[config.mk]
export PLATFORM = sky130hd
export DESIGN_NAME = alu_mc
export DESIGN_NICKNAME = d
export VERILOG_FILES = /design/src/rtl/alu_mc.sv
export SDC_FILE = /design/constraint.sdc
export NUM_CORES = 1
export LEC_CHECK = 0
export CAP_MARGIN = 20
export CORE_MARGIN = 2
export CORE_UTILIZATION = 51
export CTS_CLUSTER_SIZE = 14
export DETAILED_ROUTE_END_ITERATION = 8
export GPL_ROUTABILITY_DRIVEN = 0
export PLACE_DENSITY = 0.84
export SLEW_MARGIN = 0
export SYNTH_ARGS = -nofsm -noshare
export SYNTH_HDL_FRONTEND = slang
export SYNTH_SLANG_ARGS = --single-unit
[constraint.sdc]
create_clock -name clk -period 2.36 [get_ports clk]
set_input_delay 0.472 -clock clk [delete_from_list [all_inputs] [get_ports clk]]
set_output_delay 0.472 -clock clk [all_outputs]
set_load 0.1 [all_outputs]
[src/rtl/alu_mc.sv]
// Multi-cycle ALU with valid/ready handshakes: single-cycle logic/arith ops, optional shift-add MUL.
// Optional feature macro: ALU_MC_MUL_EN builds the MUL state, bit counter and product register.
module alu_mc #(
   parameter int WIDTH = 32
) (
   input  logic             clk,
   input  logic             rst,
   input  logic             in_valid,
   output logic             in_ready,
   input  logic [WIDTH-1:0] a,
   input  logic [WIDTH-1:0] b,
   input  logic [2:0]       op,
   output logic             out_valid,
   input  logic             out_ready,
   output logic [WIDTH-1:0] result,
   output logic             cout,
   output logic             zero,
   output logic             set,
   output logic             overflow,
   output logic             illegal
);

   // state | meaning
   // IDLE  | waiting for an operation, in_ready=1
   // MUL   | shift-add multiply, one bit of b per cycle (ALU_MC_MUL_EN only)
   // DONE  | result and flags presented, waiting for out_ready

   localparam logic [2:0] OP_AND = 3'b000;
   localparam logic [2:0] OP_OR  = 3'b001;
   localparam logic [2:0] OP_ADD = 3'b010;
   localparam logic [2:0] OP_MUL = 3'b011;
   localparam logic [2:0] OP_XOR = 3'b100;
   localparam logic [2:0] OP_NOR = 3'b101;
   localparam logic [2:0] OP_SUB = 3'b110;
   localparam logic [2:0] OP_SLT = 3'b111;

`ifdef ALU_MC_MUL_EN
   typedef enum logic [1:0] {IDLE = 2'd0, MUL = 2'd1, DONE = 2'd2} state_t;
`else
   typedef enum logic [1:0] {IDLE = 2'd0, DONE = 2'd2} state_t;
`endif

   state_t state, state_next;

   logic [WIDTH:0]   add_ext, sub_ext;
   logic             add_ovf, sub_ovf, slt;
   logic [WIDTH-1:0] alu_res;
   logic             alu_cout, alu_ovf, alu_ill;

   always_comb begin
      add_ext  = {1'b0, a} + {1'b0, b};
      sub_ext  = {1'b0, a} + {1'b0, ~b} + {{WIDTH{1'b0}}, 1'b1};
      add_ovf  = (a[WIDTH-1] == b[WIDTH-1]) && (add_ext[WIDTH-1] != a[WIDTH-1]);
      sub_ovf  = (a[WIDTH-1] != b[WIDTH-1]) && (sub_ext[WIDTH-1] != a[WIDTH-1]);
      slt      = sub_ext[WIDTH-1] ^ sub_ovf;
      alu_res  = '0;
      alu_cout = 1'b0;
      alu_ovf  = 1'b0;
      alu_ill  = 1'b0;
      case (op)
         OP_AND: alu_res = a & b;
         OP_OR:  alu_res = a | b;
         OP_XOR: alu_res = a ^ b;
         OP_NOR: alu_res = ~(a | b);
         OP_ADD: begin
            alu_res  = add_ext[WIDTH-1:0];
            alu_cout = add_ext[WIDTH];
            alu_ovf  = add_ovf;
         end
         OP_SUB: begin
            alu_res  = sub_ext[WIDTH-1:0];
            alu_cout = sub_ext[WIDTH];
            alu_ovf  = sub_ovf;
         end
         OP_SLT: alu_res = {{(WIDTH-1){1'b0}}, slt};
         default: begin
`ifndef ALU_MC_MUL_EN
            alu_ill = 1'b1;
`endif
         end
      endcase
   end

`ifdef ALU_MC_MUL_EN
   localparam int CW = $clog2(WIDTH);

   logic [WIDTH-1:0]   a_r, b_r;
   logic [CW-1:0]      cnt;
   logic [2*WIDTH-1:0] prod, prod_next;
   logic               cnt_last;

   always_comb begin
      cnt_last  = (cnt == CW'(WIDTH - 1));
      prod_next = prod;
      if (b_r[cnt])
         prod_next = prod + ({{WIDTH{1'b0}}, a_r} << cnt);
   end
`endif

   always_ff @(posedge clk or posedge rst) begin
      if (rst)
         state <= IDLE;
      else
         state <= state_next;
   end

   always_comb begin
      state_next = state;
      in_ready   = 1'b0;
      out_valid  = 1'b0;
      case (state)
         IDLE: begin
            in_ready = 1'b1;
            if (in_valid) begin
               state_next = DONE;
`ifdef ALU_MC_MUL_EN
               if (op == OP_MUL)
                  state_next = MUL;
`endif
            end
         end
`ifdef ALU_MC_MUL_EN
         MUL: begin
            if (cnt_last)
               state_next = DONE;
         end
`endif
         DONE: begin
            out_valid = 1'b1;
            if (out_ready)
               state_next = IDLE;
         end
         default: state_next = IDLE;
      endcase
   end

   // Outputs are registers written only on accept or MUL completion, so DONE holds them stable.
   always_ff @(posedge clk or posedge rst) begin
      if (rst) begin
         result   <= '0;
         cout     <= 1'b0;
         zero     <= 1'b0;
         set      <= 1'b0;
         overflow <= 1'b0;
         illegal  <= 1'b0;
`ifdef ALU_MC_MUL_EN
         a_r      <= '0;
         b_r      <= '0;
         cnt      <= '0;
         prod     <= '0;
`endif
      end else begin
         if (state == IDLE && in_valid) begin
            set <= slt;
`ifdef ALU_MC_MUL_EN
            if (op == OP_MUL) begin
               a_r  <= a;
               b_r  <= b;
               cnt  <= '0;
               prod <= '0;
            end else
`endif
            begin
               result   <= alu_res;
               cout     <= alu_cout;
               overflow <= alu_ovf;
               illegal  <= alu_ill;
               zero     <= (alu_res == '0);
            end
         end
`ifdef ALU_MC_MUL_EN
         if (state == MUL) begin
            prod <= prod_next;
            cnt  <= cnt + CW'(1);
            if (cnt_last) begin
               result   <= prod_next[WIDTH-1:0];
               zero     <= (prod_next[WIDTH-1:0] == '0);
               overflow <= |prod_next[2*WIDTH-1:WIDTH];
               cout     <= 1'b0;
               illegal  <= 1'b0;
            end
         end
`endif
      end
   end

endmodule

==> reports/metrics.yaml, run 1 <==
postSynthRegisterBits: 38
clock_tree.htree_level_count: 2
die_h_um: 124
grt_pass1_wl_um: 88900
synthesis.area_mm2: 0.00729
synth_fp_nets: 1171
netlist.area_leader.share: 0.178
yosys_warnings: 0
seq_area_frac_synth: 0.130
synthMostInstantiatedCell: "ha_1"
initial_core_util: 0.523
run_status: "stopped before the end"
clock-root-buffer: "clkbuf_16"
dp_hpwl_um: 23300
row_count: 43
global_routing_usage_summed_across_all_routing_layers: 0.785
global_route.overflow_total: 39
netlist_top_cells_count: "ha_1 (104), inv_1 (97), nand2_1 (92)"
io_buffers: 109
synthDistinctLibCells: 88
number_of_enable_flip_flop_cells_after_synthesis: 0
clock_path_buffers: 2
synth_async_sr_flop_share: 1.00
leading_cell_types_by_total_area_after_synthesis: "ha_1 (18%), dfrtp_1 (13%), inv_1 (5.0%)"
die_x_um: 124
dominantRegCellSynth: "dfrtp_1"
synth_cells: 993
maximum_number_of_pins_on_one_net_before_global_route_repair: 39
run.stop_error: "[ERROR GRT-0116] Global routing finished with congestion. Check the congestion regions in the DRC Viewer."
postSynthAreaPerCell_um2: 7.34
grt_pass1_vias: 14185
last-stage-reached: "global routing (5_1_grt)"
clock_sink_count: 38
yosysTopAreaCell: "ha_1"
io-pin-count: 110
cts_inserted_buffers: 5
cell families after synthesis:
family,Yosys count,synth area share
and+or+nand+nor,290,0.192
adders and majority gates,107,0.187
muxes,22,0.0309
xor gates and xnor gates,49,0.0589
AOI/OAI and AO/OA,321,0.311
buffers and inverters,166,0.0897
DFF,38,0.130
per-stage QoR:
stage               setup TNS, ns  setup WS, ns  hold slack (ns)  instance area [um2]  instances
CTS                        -31.11         -2.82            0.489                12800       1646
floorplan                  -14.77         -2.39            0.565                 7510        993
global placement           -48.54         -3.26            0.465                11000       1560
detailed placement         -51.05         -3.42            0.472                11000       1560
what timing repair did:
action	in CTS
hold buffers	0
pin swaps	99
setup buffers	81
endpoints found under the setup margin	36
resized for setup	348
layer usage:
layer | GRT overflow | GRT usage
met1 | 3 | 0.765
met3 | 0 | 0.708
met5 | 1 | 0.455
met4 | 17 | 0.768
met2 | 18 | 0.907
==> inputs of run 2 (changes only) <==
CORE_UTILIZATION = 40   (was 51)
CTS_CLUSTER_SIZE = default   (was 14)
PLACE_DENSITY = default   (was 0.84)
PLACE_DENSITY_LB_ADDON = 0.15   (was default)
clock period = 3.05 ns   (was 2.36 ns; I/O delays follow)
==> run 2 against run 1 <==
The flow now finishes, with violations (negative setup slack). Synthesized area unchanged. Synthesized cell count is the same.
==> reports/metrics.yaml, run 2 <==
run_status: "finished with violations"
violations: "negative setup slack"
netlist_top_cells_count: "ha_1 (104), inv_1 (97), nand2_1 (92)"
netlist.area_leader.share: 0.178  # unchanged
route.detailed.wl_per_inst_um: 18.8
synth_async_sr_flop_share: 1.00  # unchanged
die_x_um: 139  # +12%
final_common_cell: "buf_4"
slew-limit-headroom: 0.613
synth_fp_nets: 1171  # unchanged
row_count: 49  # +14%
num_antenna_cells: 0
regMostFlops: "result"
worst_pin_slew_ns: 0.572
seq_area_frac_synth: 0.130  # unchanged
post_route_fraction_of_the_period_consumed_by_the_critical_path: 1.70
cts_inserted_buffers: 5  # unchanged
io-pin-count: 110  # unchanged
antenna_left: 0
finalNetCount: 1673
synth_cells: 993  # unchanged
synthDistinctLibCells: 88  # unchanged
synthMostInstantiatedCell: "ha_1"
clkLatencyLatePin_ns: 0.28
area_growth_syn_to_layout_pct: 80.6
critical_path.endpoint_type: "flip-flop"
clock.fmax_mhz: 193
final-setup-viol-count: 20
yosysTopAreaCell: "ha_1"
vias: 9958
whs_ns: 0.469
synthesis.area_mm2: 0.00729  # unchanged
global_routing_usage_summed_across_all_routing_layers: 0.309
r2r_cells: 11
multi_input_area_mm2: 0.00680
via_per_inst: 5.77
dr.first_iter.drc_count: 1013
dpl.cell_count: 1624  # +4.1%
postSynthRegisterBits: 38  # unchanged
number_of_enable_flip_flop_cells_after_synthesis: 0  # unchanged
overall_die_area_mm2: 0.0193
timing_max_transition_violations_final: 0
grt_pass1_vias: 9635
fillerInstances: 1311
leading_cell_types_by_total_area_after_synthesis: "ha_1 (18%), dfrtp_1 (13%), inv_1 (5.0%)"
fin_tns_setup_ns: -11.05
clock_sink_count: 38  # unchanged
die_h_um: 139  # +12%
grt_pass1_wl_um: 49300
data_required_time_of_the_critical_path_ns: 3.24
clock-root-buffer: "clkbuf_16"
fin_worst_skew_ns: 0.00727
wirelength_um: 32400
route.detailed.drc: 0
global_route.overflow_total: 0
dominantRegCellSynth: "dfrtp_1"
initial_core_util: 0.407  # -0.116
kind_of_critical_path: "input pin to flip-flop"
postSynthAreaPerCell_um2: 7.34  # unchanged
coreArea_mm2: 0.0179
grt_setup_unrepaired: "yes"
maximum_number_of_pins_on_one_net_before_global_route_repair: 47
ir_drop_mv: 1.03
clock_path_buffers: 2  # unchanged
fin_crit_ns: 5.19
commonest_cells_after_routing_fill_and_taps_aside: "buf_4 (429), nand2_1 (85), nor2_1 (73)"
max_cap_viol_count: 0
crit_path_max_fanout: 2
yosys_warnings: 0  # unchanged
p_leak_nw: 6.20
report.final.hold_viol_count: 0
cts_tree: "built"
clock_tree.htree_level_count: 2  # unchanged
worst_setup_hold_path_clk_slew_ns: 0.06
largest_register_ffs: 32
worst_setup_path_start_kind: "input pin"
dp_hpwl_um: 22600  # -3.1%
dr.pass1.iters: 5
min_path_type: "flip-flop to flip-flop"
timing.hold.worst_path_depth: 2
power-per-cell-area_mw_per_mm2: 364
finalCoreUtilization: 0.736
sequential_cell_area_um2: 951
final_layout_size_suffix_gt1_frac: 0.498
antenna_found_initial: 0
io_buffers: 109  # unchanged
finish.cell_count_without_fillers: 1725
cp.arrival_ns: 5.38
finalWorstSetupSlack_ns: -2.14
run 2: final timing paths:
check	start	endpoint	slack, ns
setup / recovery	b[1]	zero	-2.14
hold / removal	set	set	0.47
setup reg to reg	state[1]	zero	0.54
hold reg to reg	set	set	0.47
max in group asynchronous	rst	result[11]	1.94
min in group asynchronous	rst	illegal	0.76
run 2: cell type report:
class / instances / share of cell area
flip-flops and latches: 38 / 0.0722
multi-input cells: 789 / 0.516
clock buffers: 6 / 0.0105
repair buffers: 558 / 0.347
clock inverters: 2 / 0.000950
well taps: 229 / 0.0218
inverters: 103 / 0.0313
run 2: per-layer routing:
layer / share of wire / GRT usage
met4: 0.043 / 0.115
met2: 0.46 / 0.508
met3: 0.084 / 0.0428
met5: 0 / 0
met1: 0.41 / 0.413
run 2: kinds of logic after synthesis:
logic type / synth area share
AOI/OAI and AO/OA: 0.311
DFF: 0.130
xor gates and xnor gates: 0.0589
buffers and inverters: 0.0897
muxes: 0.0309
adders and majority gates: 0.187
and+or+nand+nor: 0.192
run 2: repair_timing:
| action | in CTS | in global routing |
|---|---|---|
| resized for setup | 344 | 93 |
| hold buffers | 0 | 0 |
| pin swaps | 101 | 81 |
| setup endpoints to repair | 32 | 25 |
| buffers inserted | 81 | 23 |
run 2: report_power, final:
part	switching [mW]	internal, mW	total [mW]
clock	0.207	0.324	0.531
combinational	2.15	1.40	3.56
sequential	0.0873	0.619	0.707
run 2: worst max-delay path, cell delays in order:
cell        delay [ns]
buf_8             0.08
clkinvlp_4        0.10
ha_4              0.25
o21ba_4           0.20
or4_4             0.43
a21bo_4           0.23
a21o_1            0.20
a31o_1            0.21
o21bai_2          0.18
a2bb2oi_2         0.09
a21o_1            0.19
a21oi_2           0.15
nor2_2            0.06
fa_2              0.36
and3_4            0.16
a211oi_2          0.16
a221oi_2          0.07
nor4_2            0.18
nand4b_1          0.15
nor4_2            0.15
and4_1            0.21
and4b_1           0.19
nand4_1           0.14
nor4b_2           0.30
nand4_1           0.12
o31ai_2           0.19
run 2: through the flow:
stage | area [um2] | total power [mW] | worst slack, ns
after floorplan | 7400 | 2.53 | -1.84
after global placement | 11100 | 3.66 | -2.82
after detailed placement | 11100 | 3.68 | -3.05
after CTS | 12900 | 4.58 | -2.60
after global routing | 13200 | 4.99 | -2.40
final | 13200 | 4.79 | -2.14
(Power assumes the default switching activity.)
==> inputs of run 3 (changes only) <==
REMOVE_ABC_BUFFERS = 1   (was default)
==> run 3 against run 2 <==
The run still ends with negative setup slack left. Worst hold slack improved by 0.0095 ns. Global-route usage up 0.50 points. Cell count down 2.4%. Die area unchanged. Register-to-register slack lost 0.19 ns. Clock power fell by 2%. First-iteration DRC count down 1.5%. Flip-flop and latch count stayed put. Critical endpoint unchanged. Total power is 1.1% lower. Clock-buffer cell count is 1 lower.
==> reports/metrics.yaml, run 3 (synthesized netlist as in run 2, its figures left out) <==
final_layout_size_suffix_gt1_frac: 0.491  # -0.00727
dr.pass1.iters: 7  # +2
run_status: "finished with violations"
max_cap_viol_count: 0  # unchanged
initial_core_util: 0.407  # unchanged
min_path_type: "flip-flop to flip-flop"
p_leak_nw: 6.05  # -2.4%
ir_drop_mv: 0.573  # -45%
kind_of_critical_path: "input pin to flip-flop"
slew-limit-headroom: 0.500  # -0.114
coreArea_mm2: 0.0179  # unchanged
worst_pin_slew_ns: 0.741  # +0.169 ns
io_buffers: 109  # unchanged
dr.first_iter.drc_count: 998  # -1.5%
cp.arrival_ns: 5.41  # +0.03 ns
clkLatencyLatePin_ns: 0.29  # about the same
clock_sink_count: 38  # unchanged
violations: "negative setup slack"
fillerInstances: 1363  # +4.0%
num_antenna_cells: 0  # unchanged
critical_path.endpoint_type: "flip-flop"
io-pin-count: 110  # unchanged
grt_pass1_wl_um: 50200  # +1.8%
post-place-ws_ns: -3.22  # -0.177 ns
area_growth_syn_to_layout_pct: 76.7
met2_usage: 0.506  # -0.00207
clock-root-buffer: "clkbuf_16"
final_common_cell: "buf_4"
clock_tree.htree_level_count: 2  # unchanged
fin_worst_skew_ns: 0.00233  # -0.00495 ns
wirelength_um: 31300  # -3.6%
finalCoreUtilization: 0.720  # -0.0158
finalWorstSetupSlack_ns: -2.16  # -0.0227 ns
fin_crit_ns: 5.21  # +0.0227 ns
row_count: 49  # unchanged
die_h_um: 139  # unchanged
commonest_cells_after_routing_fill_and_taps_aside: "buf_4 (388), nand2_1 (85), ha_1 (73)"
cts-hold-fix-buffers: 0  # unchanged
antenna_left: 0  # unchanged
clock.fmax_mhz: 192  # -0.43%
route.detailed.drc: 0  # unchanged
globalRouteMet3Util: 0.0425  # -0.000345
maximum_number_of_pins_on_one_net_before_global_route_repair: 47  # unchanged
timing_max_transition_violations_final: 0  # unchanged
dp_hpwl_um: 22000  # -2.6%
regMostFlops: "result"
via_per_inst: 5.70  # -1.2%
die_x_um: 139  # unchanged
clock_path_buffers: 2  # unchanged
global_route.overflow_total: 0  # unchanged
worst_setup_path_start_kind: "input pin"
antenna_found_initial: 0  # unchanged
cts_tree: "built"
post_route_fraction_of_the_period_consumed_by_the_critical_path: 1.71  # +0.00743
groute.layer.met1.usage: 0.415  # +0.00273
cts_inserted_buffers: 5  # unchanged
report.final.hold_viol_count: 0  # unchanged
global_routing_usage_summed_across_all_routing_layers: 0.314  # +0.00496
grt_setup_unrepaired: "yes"
overall_die_area_mm2: 0.0193  # unchanged
finalNetCount: 1632  # -2.5%
data_required_time_of_the_critical_path_ns: 3.25  # about the same
vias: 9601  # -3.6%
crit_path_max_fanout: 2  # unchanged
final-setup-viol-count: 19  # -5.0%
worst_setup_hold_path_clk_slew_ns: 0.06  # about the same
grt-busiest-layer: "met2"
grt_pass1_vias: 9810  # +1.8%
whs_ns: 0.479  # +0.00949 ns
largest_register_ffs: 32  # unchanged
route.detailed.wl_per_inst_um: 18.6  # -1.2%
power-per-cell-area_mw_per_mm2: 368  # +1.0%
-- run 3: what timing repair did --
action / 4_1_cts / 5_1_grt
setup buffers: 88 / 21
cloned: 0 / 0
hold endpoints to repair: 0 / 0
pin swaps: 119 / 89
resized for setup: 401 / 88
setup endpoints to repair: 30 / 25
-- run 3: critical path: stages --
cell       delay [ns]
buf_8            0.11
inv_6            0.05
ha_4             0.20
o21ba_4          0.19
or4_4            0.44
a21bo_4          0.25
a21o_1           0.19
a31o_1           0.24
o21bai_2         0.14
a2bb2oi_2        0.08
a21o_1           0.20
a21oi_2          0.15
nor2_2           0.05
fa_2             0.34
and3_4           0.18
a211oi_4         0.20
a221oi_2         0.07
nor4_2           0.14
nand4b_1         0.13
nor4_1           0.24
and4_1           0.24
and4b_1          0.20
nand4_1          0.13
nor4b_2          0.31
nand4_1          0.14
o31ai_2          0.18
-- run 3: final timing paths --
| path | startpoint | slack, ns | endpoint | depth (start not counted) |
|---|---|---|---|---|
| worst max register to register | state[1] | 0.35 | zero | 11 |
| worst min-delay path | result[29] | 0.48 | result[29] | 2 |
| max in group asynchronous | rst | 1.94 | result[18] | 3 |
| worst max-delay path | a[1] | -2.16 | zero | 26 |
| min in group asynchronous | rst | 0.76 | overflow | 3 |
| worst min register to register | result[29] | 0.48 | result[29] | 2 |
-- run 3: area by class of cell --
type	count	area, um2	share of cell area
clock inverters	3	21.3	0.00165
flip-flops and latches	38	951	0.0738
multi-input cells	789	6820	0.529
repair buffers	517	4270	0.331
clock buffers	5	125	0.00971
well taps	229	287	0.0222
inverters	103	417	0.0323
-- run 3: routing by layer --
| metal | part of all wire | vias up | routed length, um |
|---|---|---|---|
| li1 | - | 4472 | - |
| met1 | 0.42 | 4486 | 13100 |
| met2 | 0.45 | 509 | 14100 |
| met3 | 0.079 | 134 | 2480 |
| met4 | 0.051 | 0 | 1610 |
| met5 | 0 | - | 0 |
-- run 3: where the power goes --
part | switching [mW] | leakage, nW | internal (mW)
sequential | 0.0922 | 0.476 | 0.619
combinational | 2.13 | 5.50 | 1.38
clock | 0.220 | 0.0698 | 0.303
total | 2.44 | 6.05 | 2.30
-- run 3: through the flow --
step	area [um2]	power, mW	cells	TNS, ns
after detailed placement	10800	3.62	1602	-32.07
after global routing	12900	4.96	1684	-11.46
after global placement	10800	3.60	1602	-31.51
after floorplan	7020	2.47	930	-7.15
final	12900	4.74	1684	-9.91
after CTS	12700	4.60	1688	-11.54
